<file path="src/rtl/iomem_pwm_gpio.sv">
// Memory-mapped GPIO and multi-channel PWM peripheral on the picorv32 iomem bus.
// PERIOD/DUTY writes go to shadows and reach the counters only at a period boundary.
module iomem_pwm_gpio #(
  parameter int          NUM_CH    = 4,
  parameter int          CNT_WIDTH = 16,
  parameter logic [23:0] BASE_ADDR = 24'h030003
) (
  input  logic              clk,
  input  logic              resetn,
  input  logic              iomem_valid,
  output logic              iomem_ready,
  input  logic [3:0]        iomem_wstrb,
  input  logic [31:0]       iomem_addr,
  input  logic [31:0]       iomem_wdata,
  output logic [31:0]       iomem_rdata,
  output logic [31:0]       gpio_out,
  input  logic [31:0]       gpio_in,
  output logic [NUM_CH-1:0] pwm_out
);

  localparam logic [31:0] LP_CNT_MASK  = 32'((64'd1 << CNT_WIDTH) - 64'd1);
  localparam logic [31:0] LP_CTRL_MASK = 32'((64'd1 << NUM_CH) - 64'd1);

  function automatic logic [31:0] f_merge(input logic [31:0] old_v,
                                          input logic [31:0] new_v,
                                          input logic [3:0]  strb);
    logic [31:0] res;
    res = old_v;
    for (int b = 0; b < 4; b++) begin
      if (strb[b]) res[8*b +: 8] = new_v[8*b +: 8];
    end
    return res;
  endfunction

  logic                 r_ready;
  logic [31:0]          r_rdata;
  logic [31:0]          r_gpio_out;
  logic [31:0]          r_gpio_s1;
  logic [31:0]          r_gpio_s2;
  logic [31:0]          r_ctrl;
  logic [31:0]          r_per_sh  [NUM_CH];
  logic [31:0]          r_duty_sh [NUM_CH];
  logic [CNT_WIDTH-1:0] r_aper    [NUM_CH];
  logic [CNT_WIDTH-1:0] r_aduty   [NUM_CH];
  logic [CNT_WIDTH-1:0] r_cnt     [NUM_CH];
  logic [NUM_CH-1:0]    r_pwm;

  logic        w_sel;
  logic        w_wr;
  logic        w_rd;
  logic        w_aligned;
  logic [5:0]  w_widx;
  logic [31:0] w_rmux;
  logic [31:0] w_wmerge;

  assign w_sel     = iomem_valid && !r_ready && (iomem_addr[31:8] == BASE_ADDR);
  assign w_wr      = w_sel && (iomem_wstrb != 4'b0000);
  assign w_rd      = w_sel && (iomem_wstrb == 4'b0000);
  // Unaligned byte offsets are treated as unmapped.
  assign w_aligned = (iomem_addr[1:0] == 2'b00);
  assign w_widx    = iomem_addr[7:2];

  always_comb begin
    w_rmux = '0;
    if (w_aligned) begin
      case (w_widx)
        6'd0:    w_rmux = r_gpio_out;
        6'd1:    w_rmux = r_gpio_s2;
        6'd2:    w_rmux = r_ctrl;
        default: begin
          for (int c = 0; c < NUM_CH; c++) begin
            if (w_widx == 6'(4 + 2*c)) w_rmux = r_per_sh[c];
            if (w_widx == 6'(5 + 2*c)) w_rmux = r_duty_sh[c];
          end
        end
      endcase
    end
  end

  // Current value of the addressed register with the enabled byte lanes replaced.
  assign w_wmerge = f_merge(w_rmux, iomem_wdata, iomem_wstrb);

  always_ff @(posedge clk or negedge resetn) begin
    if (!resetn) begin
      r_ready    <= 1'b0;
      r_rdata    <= '0;
      r_gpio_out <= '0;
      r_ctrl     <= '0;
      for (int c = 0; c < NUM_CH; c++) begin
        r_per_sh[c]  <= '0;
        r_duty_sh[c] <= '0;
      end
    end else begin
      r_ready <= w_sel;
      r_rdata <= w_rd ? w_rmux : '0;
      if (w_wr && w_aligned) begin
        if (w_widx == 6'd0) r_gpio_out <= w_wmerge;
        if (w_widx == 6'd2) r_ctrl     <= w_wmerge & LP_CTRL_MASK;
        for (int c = 0; c < NUM_CH; c++) begin
          if (w_widx == 6'(4 + 2*c)) r_per_sh[c]  <= w_wmerge & LP_CNT_MASK;
          if (w_widx == 6'(5 + 2*c)) r_duty_sh[c] <= w_wmerge & LP_CNT_MASK;
        end
      end
    end
  end

  always_ff @(posedge clk or negedge resetn) begin
    if (!resetn) begin
      r_gpio_s1 <= '0;
      r_gpio_s2 <= '0;
    end else begin
      r_gpio_s1 <= gpio_in;
      r_gpio_s2 <= r_gpio_s1;
    end
  end

  // Shadows are sampled with their pre-edge value, so a write landing on a
  // boundary edge is picked up only at the following boundary.
  always_ff @(posedge clk or negedge resetn) begin
    if (!resetn) begin
      r_pwm <= '0;
      for (int c = 0; c < NUM_CH; c++) begin
        r_aper[c]  <= '0;
        r_aduty[c] <= '0;
        r_cnt[c]   <= '0;
      end
    end else begin
      for (int c = 0; c < NUM_CH; c++) begin
        if (!r_ctrl[c]) begin
          r_cnt[c]   <= '0;
          r_pwm[c]   <= 1'b0;
          r_aper[c]  <= r_per_sh[c][CNT_WIDTH-1:0];
          r_aduty[c] <= r_duty_sh[c][CNT_WIDTH-1:0];
        end else begin
          r_pwm[c] <= (r_cnt[c] < r_aduty[c]);
          if (r_cnt[c] == r_aper[c]) begin
            r_cnt[c]   <= '0;
            r_aper[c]  <= r_per_sh[c][CNT_WIDTH-1:0];
            r_aduty[c] <= r_duty_sh[c][CNT_WIDTH-1:0];
          end else begin
            r_cnt[c] <= r_cnt[c] + 1'b1;
          end
        end
      end
    end
  end

  assign iomem_ready = r_ready;
  assign iomem_rdata = r_rdata;
  assign gpio_out    = r_gpio_out;
  assign pwm_out     = r_pwm;

endmodule

</file>
<file path="config.mk">
export PLATFORM = sky130hd
export DESIGN_NAME = iomem_pwm_gpio
export DESIGN_NICKNAME = d
export VERILOG_FILES = /design/src/rtl/iomem_pwm_gpio.sv
export SDC_FILE = /design/constraint.sdc
export NUM_CORES = 1
export LEC_CHECK = 0
export BUFFER_PORTS_ARGS = -buffer_cell sky130_fd_sc_hd__buf_2
export CAP_MARGIN = 15
export CORE_UTILIZATION = 45
export DETAILED_ROUTE_END_ITERATION = 7
export HOLD_SLACK_MARGIN = 0.06
export PLACE_DENSITY = 0.65
export SYNTH_ARGS = -nofsm -noshare
export SYNTH_HDL_FRONTEND = slang
export SYNTH_SLANG_ARGS = --single-unit
</file>
<file path="constraint.sdc">
create_clock -name clk -period 2.1 [get_ports clk]
set_input_delay 0.105 -clock clk [delete_from_list [all_inputs] [get_ports clk]]
set_output_delay 0.105 -clock clk [all_outputs]
set_load 0.01 [all_outputs]
</file>
# Word level (Yosys, flattened, before mapping)

Index checks and enable logic that the tools add are counted.

Register bits after elaboration: 457
Input port bits: 103
Output and inout port bits: 69
Logic and storage cells: 117

Add/sub/neg operators: 4
$lt $le $gt $ge: 4
Equal/unequal tests: 19
Muxes and demuxes: 43
Reductions and logical operators: 20

Operator list:

| cell                    | count |
|---|---|
| $mux W16                | 26 |
| $mux W32                | 8 |
| $pmux W32 S3            | 1 |
| $add A16 B1 Y16 const B | 4 |
| $eq A16 B16 Y1          | 4 |
| $lt A16 B16 Y1          | 4 |
| $mux W8                 | 4 |
| $eq A24 B18 Y1 const B  | 1 |
| $eq A6 B3 Y1 const B    | 4 |
| $eq A6 B4 Y1 const B    | 4 |
| $reduce_and A2 Y1       | 10 |
| $ne A2 B1 Y1 const B    | 4 |
| $eq A6 B1 Y1 const B    | 1 |
| $eq A6 B2 Y1 const B    | 1 |
| $logic_not A6 Y1        | 1 |
| $logic_and A1 B1 Y1     | 5 |
| $logic_not A4 Y1        | 1 |
| $mux W1                 | 4 |
| $reduce_bool A4 Y1      | 1 |
| $logic_not A2 Y1        | 1 |
| $logic_not A1 Y1        | 1 |

# Depth between registers and ports, before layout

Depth in word-level cells: 12
Depth in mapped cells: 10
Depth with buffers taken out: 7

# Worst setup path before layout

OpenSTA, ideal clock, no wires.

Path type: flip-flop to flip-flop
Start: register r_ready (netlist: iomem_ready)
End: register r_duty_sh[10] in the netlist's numbering
Library setup time: 0.125 ns
Arrival: 2.074 ns
Data required time: 1.975 ns
Path slack: -0.098 ns
Cell stages (with the launch flop): 9
Buffers on the path: 3
Clock period less this slack: 2.198 ns
Cells stage by stage: dfrtp_1 -> nor4bb_1 -> nand4_1 -> nor2_1 -> buf_2 -> and4_1 -> buf_2 -> buf_2 -> mux2_2

Word-level cells in the longest chain between the ends: 6

Ends and longest elaborated chain:

| element                            | line | RTL |
|---|---|---|
| from (decl)                        | 35   | `logic r_ready;` |
| from (signal assigned)             | 94   | `r_ready <= w_sel;` |
| $logic_not A1 Y1                   | 56   | `assign w_sel = iomem_valid && !r_ready && (iomem_addr[31:8] == BASE_ADDR);` |
| $logic_and A1 B1 Y1 (2 in a row)   | 56   |  |
| net w_sel                          | 48   | `logic w_sel;` |
| $logic_and A1 B1 Y1                | 57   | `assign w_wr = w_sel && (iomem_wstrb != 4'b0000);` |
| $logic_and A1 B1 Y1                | 96   | `if (w_wr && w_aligned) begin` |
| $reduce_and A2 Y1 (no source line) | n/a  |  |
| to (signal, indexed assignment)    | 101  | `if (w_widx == 6'(5 + 2*c)) r_duty_sh[c] <= w_wmerge & LP_CNT_MASK;` |
| to (decl)                          | 42   | `logic [31:0] r_duty_sh [NUM_CH];` |

The timed path passes the listed nets, and every way through them passes these cells.
A chain may end at the register's enable or synchronous reset.

# Final worst setup path

Start: register r_per_sh[43] in the netlist's numbering
End: register r_per_sh[75] in the netlist's numbering

Word-level cells in the longest chain between the ends: 7

Ends and longest elaborated chain:

| element                           | line | RTL |
|---|---|---|
| from (decl)                       | 41   | `logic [31:0] r_per_sh [NUM_CH];` |
| from (signal, indexed assignment) | 100  | `if (w_widx == 6'(4 + 2*c)) r_per_sh[c] <= w_wmerge & LP_CNT_MASK;` |
| $mux W32                          | 72   | `if (w_widx == 6'(4 + 2*c)) w_rmux = r_per_sh[c];` |
| $mux W32                          | 73   | `if (w_widx == 6'(5 + 2*c)) w_rmux = r_duty_sh[c];` |
| $mux W32                          | 72   |  |
| $mux W32                          | 73   |  |
| $pmux W32 S3                      | 66   | `case (w_widx)` |
| $mux W32                          | 65   | `if (w_aligned) begin` |
| $mux W8                           | 30   | `if (strb[b]) res[8*b +: 8] = new_v[8*b +: 8];` |

No other way between the ends.

==> results <==
- For flop-to-flop paths, the worst setup slack is -0.008 ns.
- Along the worst path, the maximum fanout reaches 9.
- The horizontal extent of the die is 219 µm.
- The reg-to-reg critical path startpoint is r_per_sh[43].
- The critical path's largest stage delay is 0.59 ns.
- The type of the most critical hold path is in2reg.
- The via density per instance is 5.47.
- The global placement routability congestion is 0.973.
- The number of failing hold endpoints at the final stage was 0.
- The total I/O pin count is ~170.
- The count of state elements after synthesis is about 460.
- The portion of total power attributed to the clock network is 48.3%.
- Of the total power, the share spent switching nets is 22.0%.
- After the last flow step, the layout net total stands at roughly 2400.
- The minimum clock period after layout is 2.11 ns.
- The cell-internal power is around 15000 µW.
- For this design the static power due to leakage is 0.0134 µW.
- Of the post-synthesis cell area, the dominant cell type holds between 50% and 60%.
- The master cell of the clock root buffer is sky130_fd_sc_hd__clkbuf_16.
- Max-cap violations in this run came to 0.
- The largest individual stage delay along the critical path comes from the cell sky130_fd_sc_hd__o41ai_4.
- The flow ran to the end, but the final reports show violations.
- The hold-critical path depth is 6.
- The library cell used most frequently in the layout, excluding fill and tap cells, is sky130_fd_sc_hd__dfrtp_1.
- At the worst endpoint, the arrival time is between 2 and 3 ns.
- The iteration count of the initial detailed-routing pass is 5.
- The start point of the worst min-delay path is iomem_addr[0].
- Setup repair after global routing could not meet its margin everywhere.
- The overall die height is approximately 220 µm.
- The core region is 46600 µm².
- Leaving out fill and tap cells, the most frequent cells in the layout are 452 x sky130_fd_sc_hd__dfrtp_1, 238 x sky130_fd_sc_hd__buf_4, 210 x sky130_fd_sc_hd__mux2_2.
- The depth of the worst register-to-register path is 5.
- The number of levels in the clock H-tree is 2.
- Combinational cells account for 5.3% of the total power.
- The category of cells accounting for the largest share of critical-path delay is compound AO/OA/AOI/OAI gates.
- The path with the worst hold slack has its endpoint at iomem_rdata[0].
- Headroom to the max-slew limit came out at 54.1%.
- Counting flops with an async set or reset pin after synthesis yields a share of 100%.
- In the final routed layout, each cell accounts on average for between 20 and 25 µm.
- Setup violations remaining at the end of the flow were counted as 1.
- The kind of start point of the critical path is a flop.
- Walking the worst path, the cells encountered are or3b_2 > a21oi_4 > a2111oi_4 > o41ai_4 > mux2_2.
- The biggest area contributor in the post-synthesis netlist is sky130_fd_sc_hd__dfrtp_1.
- The post-route fraction of the period consumed by the critical path is 100%.
- Entering global routing, the biggest net connects 94 pins.
- The floorplan step defined a die boundary enclosing about 48000 µm².
- The endpoint required time on the critical path is 2.61 ns.
- Dividing total power by cell area gives a power density of a little under 700 nW/µm².
- Once detailed placement completed, the half-perimeter wirelength came to 44300 µm.
- The clock reaches the later pin of the worst-skew pair after 0.58 ns.
- The worst setup path is captured at a flop.
- The post-layout worst setup margin is -0.00816 ns.
- The initial antenna violation count came to 1.
- In this run the deepest clock path goes through 3 buffers.
- The TritonCTS clock tree is yes.
- Based on the critical path, the design can be clocked at up to around 0.47 GHz.
- After floorplanning, the core was divided into 79 placement rows.
- The first global-routing pass estimated about 96000 µm of wire.
- The clock transition at the registers of the reported paths is 0.06 ns.
- The final count of pins violating max slew is 0.
- The detailed router finished its first iteration with 881 violations.
- The DRC violation count after routing is 0.
- The routed via count is ~16000.
- Synthesis instantiated between 60 and 70 different standard cells from the library.
- The largest voltage drop on the vdd net is approximately 0.67 mV.
- The area growth from synthesis to layout is 32.3%.
- The final reports fail on negative setup slack.
- Yosys attributes the largest share of cell area to sky130_fd_sc_hd__dfrtp_1 54%, sky130_fd_sc_hd__mux2_2 12%, sky130_fd_sc_hd__ha_1 3.8%.
- The number of synthesis warnings is 0.
- The clock net in this run drives a total of 457 sinks.
- Summed over all failing endpoints, the final setup total negative slack is -0.00816 ns.
- The worst setup path is of the reg2reg kind.
- The total clock buffers created by CTS is 50.
- The number of nets in the synthesized netlist is 1891.
- The number of buffer and inverter instances along the worst setup path is 0.
- The starting density of the core is 45.6%.
- Sequential cells burn 46.4% of the power.
- Input and output buffers added on the ports amount to around 170.
- Dividing the synthesized area by the synthesized cell count gives 12.3 µm².
- Across all hold checks on the routed design, the worst slack comes to 0.0967 ns.
- Summing every instance area after synthesis gives 21200 µm².
- On the final layout, the worst clock skew is between 0.01 and 0.015 ns.
- The number of global-route vias before repair is 16000.
- The number of cells produced by synthesis is about 1700.
- After global routing the overflow that remains totals 0.
- The measured slew at the worst slew-check pin is 0.686 ns.
- The count of nets left with antenna violations once routing finished came out at 0.
- In the synthesized netlist the dominant register cell turns out to be sky130_fd_sc_hd__dfrtp_1.
- For this run, the register share of the synthesized area comes to a little over half.
- For this design the total switching power over the nets is 4220 µW.
- Across every metal layer, demand over resource in global routing totals about a quarter.
- For this block, the routed nets add up to roughly 63000 µm of wire.
- The synthesized design contains 0 enable-type register cells.
- In the final layout, the share of cells above drive strength 1 is 39.9%.
- The endpoint identified for the worst register-to-register timing path is r_per_sh[75].
[timing repair]
item	CTS	global route
pin swaps	17	15
hold buffers	58	0
gates cloned	2	5
buffers inserted	10	16
endpoints found under the setup margin	114	230
resized for setup	24	90
endpoints found under the hold margin	473	0
[per-stage QoR]
step | cell area, µm² | total power [µW] | setup WS (ns) | instances | utilization [%]
final | 28100 | 19200 | -0.00816 | 2860 | 60.3
after global routing | 28100 | 19800 | -0.124 | 2860 | 60.3
after CTS | 27500 | 19300 | -0.0332 | 2842 | 59.1
after detailed placement | 24900 | 9940 | -0.539 | 2682 | 53.4
after global placement | 24900 | 9930 | -0.506 | 2682 | 53.4
after floorplan | 21300 | 9340 | 0.00279 | 1724 | -
[worst max path at each step]
stage	startpoint	end	slack (ns)	cells past startpoint
floorplan	r_cnt[41]	r_cnt[36]	0.003	6
global placement	iomem_addr[2]	r_per_sh[1]	-0.51	10
detailed placement	iomem_addr[2]	r_ctrl[2]	-0.54	8
CTS	iomem_ready	r_per_sh[5]	-0.03	6
global route	iomem_ready	r_per_sh[5]	-0.12	7
finish	r_per_sh[43]	r_per_sh[75]	-0.008	5
[state kept, by name (all words and copies together) (netlist names)]
register and cells:
r_aduty 64, r_aper 64, r_cnt 64, r_duty_sh 64
r_per_sh 64, gpio_out 32, iomem_rdata 32, r_gpio_s1 32
r_gpio_s2 32, pwm_out 4, r_ctrl 4, iomem_ready 1
[layer usage]
metal	vias up	track usage (%)	routed length (µm)
li1	7128	-	-
met1	8086	37.9	29000
met2	350	41.9	29200
met3	93	3.30	2790
met4	0	8.36	1870
met5	-	0	0
[cell families (layout without fill, tap and decap cells)]
logic type                 Yosys count  in the layout  share of synthesized area [%]
other                                0              1                              0
buffers and inverters              158            686                           3.11
xor gates and xnor gates           108            108                           4.45
adders and majority gates           64             64                           3.77
muxes                              277            277                           15.5
AOI/OAI and AO/OA                  243            243                           9.09
DFF                                457            457                           53.9
and+or+nand+nor                    417            417                           10.2
[cells in the mapped netlist (13+ instances only)]
| cell | count |
|---|---|
| sky130_fd_sc_hd__dfrtp_1 | 457 |
| sky130_fd_sc_hd__mux2_2 | 233 |
| sky130_fd_sc_hd__nand2_1 | 144 |
| sky130_fd_sc_hd__o21ai_0 | 115 |
| sky130_fd_sc_hd__xnor2_1 | 88 |
| sky130_fd_sc_hd__nor2_1 | 83 |
| sky130_fd_sc_hd__inv_1 | 79 |
| sky130_fd_sc_hd__ha_1 | 64 |
| sky130_fd_sc_hd__clkbuf_1 | 35 |
| sky130_fd_sc_hd__nand4_1 | 32 |
| sky130_fd_sc_hd__buf_2 | 29 |
| sky130_fd_sc_hd__nand3_1 | 28 |
| sky130_fd_sc_hd__a21oi_1 | 22 |
| sky130_fd_sc_hd__a21o_1 | 20 |
| sky130_fd_sc_hd__xor2_1 | 20 |
| sky130_fd_sc_hd__mux2_1 | 19 |
| sky130_fd_sc_hd__mux4_2 | 16 |
| sky130_fd_sc_hd__nand3b_1 | 15 |
| sky130_fd_sc_hd__and2_1 | 14 |
| sky130_fd_sc_hd__nor4_1 | 13 |
[power groups by stage]
stage	clock network [µW]	registers [µW]	logic [µW]
6_report	9270	8890	1020
3_3_place_gp	0	9050	875
4_1_cts	9410	8890	1000
2_1_floorplan	0	9040	297
5_1_grt	9760	8890	1100
3_5_place_dp	0	9050	891
[area by class of cell]
| type | count | area (µm²) |
|---|---|---|
| fill | 3656 | 18500 |
| sequential | 457 | 11400 |
| multi-input combinational | 1109 | 9690 |
| timing repair buffer | 516 | 4160 |
| clock buffer | 70 | 1450 |
| tap | 607 | 759 |
| inverter | 79 | 297 |
| clock inverter | 21 | 295 |
| antenna | 1 | 2.50 |
[worst reg2reg max path, delay by kind of cell, from the launching register on]
kind	cells	cell delay, ns
muxes	1	0.29
DFF	1	0.41
AOI/OAI and AO/OA	3	0.86
and+or+nand+nor	1	0.49
No activity file was read; power rests on OpenSTA's default activity.
